$ cat src/rtl/mips_muldiv_unit.sv
// Iterative HI/LO multiply/divide unit: one radix-2 step per cycle, magnitude datapath
// with sign fix-up in a final cycle, plus MTHI/MTLO and flush/stall handling.
//
// state | meaning
// IDLE  | waiting; accepts mul/div start or MTHI/MTLO
// RUN   | one shift-add / shift-subtract step per cycle
// FIX   | sign correction, HI/LO write, done pulse
module mips_muldiv_unit #(
  parameter int WIDTH = 32
) (
  input  logic             clk,
  input  logic             reset,
  input  logic             start_x,
  input  logic [2:0]       op_x,
  input  logic [WIDTH-1:0] src_a_x,
  input  logic [WIDTH-1:0] src_b_x,
  input  logic             flush_x,
  input  logic             hilo_use_d,
  output logic             busy,
  output logic             done,
  output logic             stall_req,
  output logic [WIDTH-1:0] hi,
  output logic [WIDTH-1:0] lo
);

  localparam int CW = $clog2(WIDTH) + 1;
  localparam int DW = 2 * WIDTH + 1;

  typedef enum logic [1:0] {IDLE, RUN, FIX} state_t;

  state_t           state_q, state_d;
  logic [CW-1:0]    cnt_q, cnt_d;
  logic [DW-1:0]    acc_q, acc_d;
  logic [WIDTH-1:0] opd_q, opd_d;
  logic             is_div_q, is_div_d;
  logic             neg_q, neg_d;
  logic             neg_rem_q, neg_rem_d;
  logic             div0_q, div0_d;
  logic [WIDTH-1:0] hi_q, hi_d;
  logic [WIDTH-1:0] lo_q, lo_d;
  logic             done_q, done_d;

  logic             signed_op, a_neg, b_neg;
  logic [WIDTH-1:0] a_mag, b_mag;
  logic [WIDTH:0]   mul_sum;
  logic [DW-1:0]    mul_next;
  logic [DW-1:0]    div_shift;
  logic [WIDTH:0]   div_trial;
  logic             div_ok;
  logic [DW-1:0]    div_next;
  logic [2*WIDTH-1:0] prod_mag, prod_res;
  logic [WIDTH-1:0] quot_res, rem_res;

  assign signed_op = ~op_x[0];
  assign a_neg     = signed_op & src_a_x[WIDTH-1];
  assign b_neg     = signed_op & src_b_x[WIDTH-1];
  assign a_mag     = a_neg ? (~src_a_x + 1'b1) : src_a_x;
  assign b_mag     = b_neg ? (~src_b_x + 1'b1) : src_b_x;

  // Multiply: {carry, partial product, remaining multiplier bits}, shifted right each step.
  assign mul_sum  = acc_q[DW-1:WIDTH] + {1'b0, opd_q};
  assign mul_next = acc_q[0] ? ({mul_sum, acc_q[WIDTH-1:0]} >> 1) : (acc_q >> 1);

  // Divide: partial remainder in the upper half, quotient bits enter at the bottom.
  assign div_shift = {acc_q[DW-2:0], 1'b0};
  assign div_trial = div_shift[DW-1:WIDTH] - {1'b0, opd_q};
  assign div_ok    = div_shift[DW-1:WIDTH] >= {1'b0, opd_q};
  assign div_next  = div_ok ? {div_trial, div_shift[WIDTH-1:1], 1'b1} : div_shift;

  assign prod_mag = acc_q[2*WIDTH-1:0];
  assign prod_res = neg_q ? (~prod_mag + 1'b1) : prod_mag;
  assign quot_res = div0_q ? '1 : (neg_q ? (~acc_q[WIDTH-1:0] + 1'b1) : acc_q[WIDTH-1:0]);
  assign rem_res  = neg_rem_q ? (~acc_q[2*WIDTH-1:WIDTH] + 1'b1) : acc_q[2*WIDTH-1:WIDTH];

  always_comb begin
    state_d   = state_q;
    cnt_d     = cnt_q;
    acc_d     = acc_q;
    opd_d     = opd_q;
    is_div_d  = is_div_q;
    neg_d     = neg_q;
    neg_rem_d = neg_rem_q;
    div0_d    = div0_q;
    hi_d      = hi_q;
    lo_d      = lo_q;
    done_d    = 1'b0;
    case (state_q)
      IDLE: begin
        if (start_x && !flush_x) begin
          if (!op_x[2]) begin
            is_div_d  = op_x[1];
            neg_d     = a_neg ^ b_neg;
            neg_rem_d = a_neg;
            div0_d    = op_x[1] && (src_b_x == '0);
            acc_d     = {{(WIDTH+1){1'b0}}, (op_x[1] ? a_mag : b_mag)};
            opd_d     = op_x[1] ? b_mag : a_mag;
            cnt_d     = CW'(WIDTH);
            state_d   = RUN;
          end else if (op_x[2:1] == 2'b10) begin
            if (op_x[0]) lo_d = src_a_x;
            else         hi_d = src_a_x;
          end
        end
      end
      RUN: begin
        if (flush_x) begin
          state_d = IDLE;
        end else begin
          acc_d = is_div_q ? div_next : mul_next;
          cnt_d = cnt_q - 1'b1;
          if (cnt_q == CW'(1)) state_d = FIX;
        end
      end
      FIX: begin
        state_d = IDLE;
        if (!flush_x) begin
          if (is_div_q) begin
            hi_d = rem_res;
            lo_d = quot_res;
          end else begin
            hi_d = prod_res[2*WIDTH-1:WIDTH];
            lo_d = prod_res[WIDTH-1:0];
          end
          done_d = 1'b1;
        end
      end
      default: state_d = IDLE;
    endcase
  end

  always_ff @(posedge clk or negedge reset) begin
    if (!reset) begin
      state_q   <= IDLE;
      cnt_q     <= '0;
      acc_q     <= '0;
      opd_q     <= '0;
      is_div_q  <= 1'b0;
      neg_q     <= 1'b0;
      neg_rem_q <= 1'b0;
      div0_q    <= 1'b0;
      hi_q      <= '0;
      lo_q      <= '0;
      done_q    <= 1'b0;
    end else begin
      state_q   <= state_d;
      cnt_q     <= cnt_d;
      acc_q     <= acc_d;
      opd_q     <= opd_d;
      is_div_q  <= is_div_d;
      neg_q     <= neg_d;
      neg_rem_q <= neg_rem_d;
      div0_q    <= div0_d;
      hi_q      <= hi_d;
      lo_q      <= lo_d;
      done_q    <= done_d;
    end
  end

  assign busy      = (state_q != IDLE);
  assign done      = done_q;
  assign stall_req = busy & hilo_use_d;
  assign hi        = hi_q;
  assign lo        = lo_q;

endmodule

$ cat config.mk
export PLATFORM = sky130hd
export DESIGN_NAME = mips_muldiv_unit
export DESIGN_NICKNAME = d
export VERILOG_FILES = /design/src/rtl/mips_muldiv_unit.sv
export SDC_FILE = /design/constraint.sdc
export NUM_CORES = 1
export LEC_CHECK = 0
export ABC_AREA = 1
export BUFFER_PORTS_ARGS = -buffer_cell sky130_fd_sc_hd__buf_4
export CORE_MARGIN = 5
export CORE_UTILIZATION = 38
export DETAILED_ROUTE_END_ITERATION = 10
export PLACE_DENSITY = 0.56
export SLEW_MARGIN = 20
export SYNTH_ARGS = -nofsm -noshare
export SYNTH_HDL_FRONTEND = slang
export SYNTH_SLANG_ARGS = --single-unit
export TNS_END_PERCENT = 1
$ cat constraint.sdc
create_clock -name clk -period 3.4 [get_ports clk]
set_input_delay 0.17 -clock clk [delete_from_list [all_inputs] [get_ports clk]]
set_output_delay 0.17 -clock clk [all_outputs]
set_load 0.1 [all_outputs]
# Yosys cells after proc, flatten, opt, wreduce, memory -nomap -nowiden
# Index checks and enable logic that the tools add are counted.
# op_classes
addsub	8
n_lt_le_gt_ge	1
eq_ne	13
n_mux	40
bitwise_logic	11
reduce_logical	13
# ops
cell	n
$mux 32	19
$mux 65	5
$pmux 65 s2	1
$add 32x1->32 const B	4
$mux 64	2
$not 32->32	4
$pmux 32 s2	2
$add 64x1->64 const B	1
$not 64->64	1
$add 33x32->33	1
$ge 33x32->1	1
$sub 33x32->33	1
$logic_not 32->1	1
$mux 6	3
$ne 2x2->1 const B	8
$pmux 6 s2	1
$reduce_and 6->1	2
$mux 2	4
$eq 6x1->1 const B	1
$reduce_and 3->1	2
$reduce_bool 2->1	3
$sub 6x1->6 const B	1
$eq 2x2->1 const B	2
$pmux 2 s2	1
other kinds (10)	15
# totals
regBits	174
input_bits	72
output_inout_bits	67
elab_cells	97

# Longest topological paths before layout
# depth
depth_word	7
ltp_mapped	18
depth_no_buf	17

# Least setup slack after synthesis
# Ideal clock, no wire load.
# synth_path
path_kind	reg2reg
start	register acc_q[0]
end	register hi_q[28] (netlist: hi[28])
setup_ns	0.078
t_arrival_ns	2.312
required_time_ns	3.322
path_slack_ns	1.011
stages_incl_launch_ff	16
path_buffers	3
period_less_slack_ns	2.389
cell_sequence	dfrtp_1 buf_2 inv_2 clkbuf_1 clkbuf_1 ha_1 nand2_1 nor2_4 nand2_1 nand2_2 nand2_2 nor2_4 nand3_1 nand3_1 nand3_1 a21oi_1
# synth_via
elab_chain_len	6
# synth_rtl
element	line_no	rtl
start: declaration	33	logic [DW-1:0] acc_q, acc_d;
start signal: assignment	135	acc_q <= '0;
start signal: assignment	147	acc_q <= acc_d;
$not 64->64	71	assign prod_res = neg_q ? (~prod_mag + 1'b1) : prod_mag;
$add 64x1->64	71	
$mux 64	71	
$mux 32	117	if (is_div_q) begin
$mux 32	116	if (!flush_x) begin
$pmux 32 s2	87	case (state_q)
end signal: assignment	153	hi_q <= hi_d;
end: declaration	39	logic [WIDTH-1:0] hi_q, hi_d;
# Every way passes these cells. The select of a mux whose other input is x is not followed.
# A chain may end at the register's enable or synchronous reset.

# Worst setup path in the final report
# layout_path
start	register acc_q[59]
end	register acc_q[44]
# layout_via
elab_chain_len	5
# layout_rtl
element	line_no	rtl
$ge 33x32->1	67	assign div_ok = div_shift[DW-1:WIDTH] >= {1'b0, opd_q};
$mux 65	68	assign div_next = div_ok ? {div_trial, div_shift[WIDTH-1:1], 1'b1} : div_shift;
$mux 65	109	acc_d = is_div_q ? div_next : mul_next;
$mux 65	106	if (flush_x) begin
$pmux 65 s2	87	
# Every way passes these cells. The select of a mux whose other input is x is not followed.

==> flow_summary.json <==
{
  "status": "completed",
  "end_kind": "flop",
  "p_comb_share_pct": 70.1,
  "grt_setup_unrepaired": "no",
  "grt.busiest_layer": "met2",
  "synthToLayoutAreaGrowth_pct": 13.5,
  "wl_per_cell_um": 23.8,
  "fin_area_um2": 21400,
  "cts_buffer_depth": 2,
  "cap_violations": 0,
  "tns_ns": 0,
  "overflow": 0,
  "synth_cells": 3289,
  "crit_slowest_cell": "dfrtp_1",
  "power_mw": 21.0,
  "holdWs_ns": 0.0314,
  "tightest_slew_ns": 0.913,
  "nFillCells": 5520,
  "multiInputGateArea_um2": 12300,
  "cts_tree": "built",
  "regArea_um2": 4360,
  "drc": 0,
  "syn_nets": 3433,
  "yosysSeqAreaShare_pct": 23.1,
  "use_met3_pct": 8.65,
  "dpl-instance-area_um2": 20700,
  "cp-start-kind": "flop",
  "die_area_um2": 54200,
  "switching_share_pct": 62.4,
  "worstPathRequired_ns": 3.78,
  "portBuffers": 138,
  "core-area_um2": 49100,
  "synth-compound-area-share_pct": 14.9,
  "min_period_over_period_pct": 96.2,
  "async_reset_ff_share_pct": 100,
  "vias": 23100,
  "netlist_area_um2": 18900,
  "synth.distinct_cells": 54,
  "crit_fanout": 25,
  "synthSimpleGateAreaFrac_pct": 42.7,
  "skew_ns": 0.0125,
  "hold_violations": 0,
  "reg2regPathDepth": 11,
  "setup_viol": 0,
  "grt_usage_pct": 35.2,
  "synth_mux_area_share_pct": 0,
  "synth_edf_count": 0,
  "synthFlopType": "dfrtp_1",
  "worstSetupPathType": "flop to flop",
  "worstPathCellList": "ha_2 > a21oi_1 > o21ai_0 > nand2_1 > nand3_2 > nor2_4 > nand2_8 > nor2_4 > nand2_1 > o211ai_1 > nand2_1",
  "drt-vias-per-instance": 5.65,
  "clock_latency_ns": 0.50,
  "synth_adder_area_share_pct": 4.86,
  "ioPinCount": 139,
  "r2r_end": "acc_q[44]$_DFFE_PN0P_",
  "ys_warn_count": 0,
  "cpMostUsedCell": "nand2_1",
  "syn_area_per_cell_um2": 5.73,
  "hp-start": "src_b_x[26]",
  "cp_data_arrival_time_ns": 3.66,
  "dr.pass1.iters": 6,
  "fin_util_pct": 43.6,
  "drive_above_1_share_pct": 9.05,
  "grt_pass1_wl_mm": 141,
  "hold_end": "opd_q[26]$_DFFE_PN0P_",
  "internal_power_mw": 7.90,
  "gr-usage-met1_pct": 48.1,
  "synth_seq_cells": 174,
  "synth_xor_area_share_pct": 2.65,
  "netSwitchingPower_mw": 13.1,
  "finalCriticalPeriod_ns": 3.27,
  "cts_sinks": 174,
  "drt.antenna.violating_nets": 0,
  "leakagePower_nw": 11.0,
  "layout_setup_ws_ns": 0.129,
  "timing.rr.start": "acc_q[59]$_DFFE_PN0P_",
  "die_h_um": 233,
  "p_per_area_nw_per_um2": 981,
  "antenna_found_initial": 3,
  "grt_pass1_vias": 21100,
  "drt-initial-drc-count": 2484,
  "drt-total-wl_mm": 97.3,
  "std_cell_rows": 81,
  "whs_path_depth": 5,
  "ir_drop_uv": 521,
  "dp_hpwl_mm": 79.5,
  "dp.cells": 4042,
  "die-width_um": 233,
  "clockRootBuffer": "clkbuf_16",
  "p_clk_share_pct": 10.3,
  "start_util_pct": 38.4,
  "grt_use_met2_pct": 52.1,
  "final_common_cell": "nand2_1",
  "p_seq_share_pct": 19.5,
  "maxSlewViolCount": 0,
  "grt_start_max_net_pins": 89,
  "instances_no_fill": 4081,
  "maxSlewHeadroom_pct": 38.9,
  "cpPeakStageDelay_ns": 0.78,
  "pre_cts_slack_ns": 0.239,
  "clock.fmax_ghz": 0.306,
  "htreeDepth": 4,
  "synth_top_family_by_area": "simple AND/OR/NAND/NOR gates",
  "clk_pin_slew_ns": 0.08,
  "rrSetupSlack_ns": 0.13,
  "numCtsBuffers": 17,
  "postCtsSetupBuffers": 0,
  "mostFrequentLayoutCells": "nand2_1 (991), inv_1 (446), nor2_1 (443)",
  "hp-class": "input pin to flop",
  "nNetsFinal": 3546,
  "gp_congestion": 1.07
}
## synth_stat cells (all sizes together) (2+ instances only)
cell type | n | area share [%]
dfrtp | 174 | 23
ha | 70 | 4.6
o21bai | 6 | 0.26
a21o | 2 | 0.080
nor4 | 3 | 0.10
nand3 | 313 | 8.4
a21oi | 236 | 6.3
buf | 54 | 1.5
xnor2 | 10 | 0.46
nor3 | 35 | 1.0
or2 | 8 | 0.27
a22oi | 17 | 0.68
inv | 463 | 9.2
clkbuf | 53 | 1.1
o31ai | 3 | 0.12
nor2 | 467 | 9.9
nand3b | 21 | 0.84
nand4 | 49 | 1.6
o21ai | 170 | 4.6
a31oi | 20 | 0.66
nand2 | 1006 | 20
o221ai | 9 | 0.42
o211ai | 33 | 1.3
xor2 | 47 | 2.2
and2 | 4 | 0.13
fa | 2 | 0.21
o21a | 5 | 0.20
## critical path, delay by kind of cell (launching register included)
family / cells / cell delay (ns)
fa+ha+maj: 1 / 0.46
flops: 1 / 0.78
simple gates: 7 / 1.32
compound gates: 3 / 0.58
## kinds of logic after synthesis
group           Yosys count
xor+xnor                 57
compound gates          508
simple gates           1907
fa+ha+maj                72
flops                   174
buf+inv                 571
## repair_timing
| action | 4_1_cts | 5_1_grt |
|---|---|---|
| gates resized for setup | 0 | 8 |
| setup endpoints to repair | 0 | 6 |
| hold endpoints to repair | 85 | 0 |
| hold buffers | 5 | 0 |
## layout make-up
class,instances,share of cell area (%)
inverters,464,8.14
repair buffers,201,7.37
well taps,664,3.88
flip-flops and latches,174,20.4
diodes,2,0.0234
clock inverters,14,0.766
multi-input cells,2544,57.5
clock buffers,18,2.00
## how the worst max path moves through the flow
stage | start | to | slack [ns]
final | acc_q[59]$_DFFE_PN0P_ | acc_q[44]$_DFFE_PN0P_ | 0.13
after global routing | acc_q[53]$_DFFE_PN0P_ | acc_q[41]$_DFFE_PN0P_ | 0.009
after CTS | acc_q[47]$_DFFE_PN0P_ | acc_q[43]$_DFFE_PN0P_ | 0.23
after detailed placement | acc_q[47]$_DFFE_PN0P_ | acc_q[43]$_DFFE_PN0P_ | 0.24
after global placement | acc_q[47]$_DFFE_PN0P_ | acc_q[41]$_DFFE_PN0P_ | 0.18
after floorplan | acc_q[0]$_DFFE_PN0P_ | hi[28]$_DFFE_PN0P_ | 1.01
## routing by layer
metal | routed length (µm) | share of wire [%] | vias to the layer above
li1 | - | - | 10800
met1 | 41700 | 43 | 10900
met2 | 41000 | 42 | 1154
met3 | 9260 | 9.5 | 205
met4 | 5260 | 5.4 | 6
met5 | 40 | 0.041 | -
## registers in the layout (all words and copies together) (netlist names), 2 cells and up
register,count
hi,32
acc_q,65
opd_q,32
state_q,2
cnt_q,6
lo,32
## power by group through the flow
stage               logic (mW)  clock network [mW]  registers [mW]
global route              16.0                2.28            4.17
global placement          14.5                   0            4.05
CTS                       14.5                2.19            4.05
detailed placement        14.4                   0            4.09
floorplan                 7.96                   0            5.72
finish                    14.7                2.17            4.11
(Power assumes the default switching activity.)
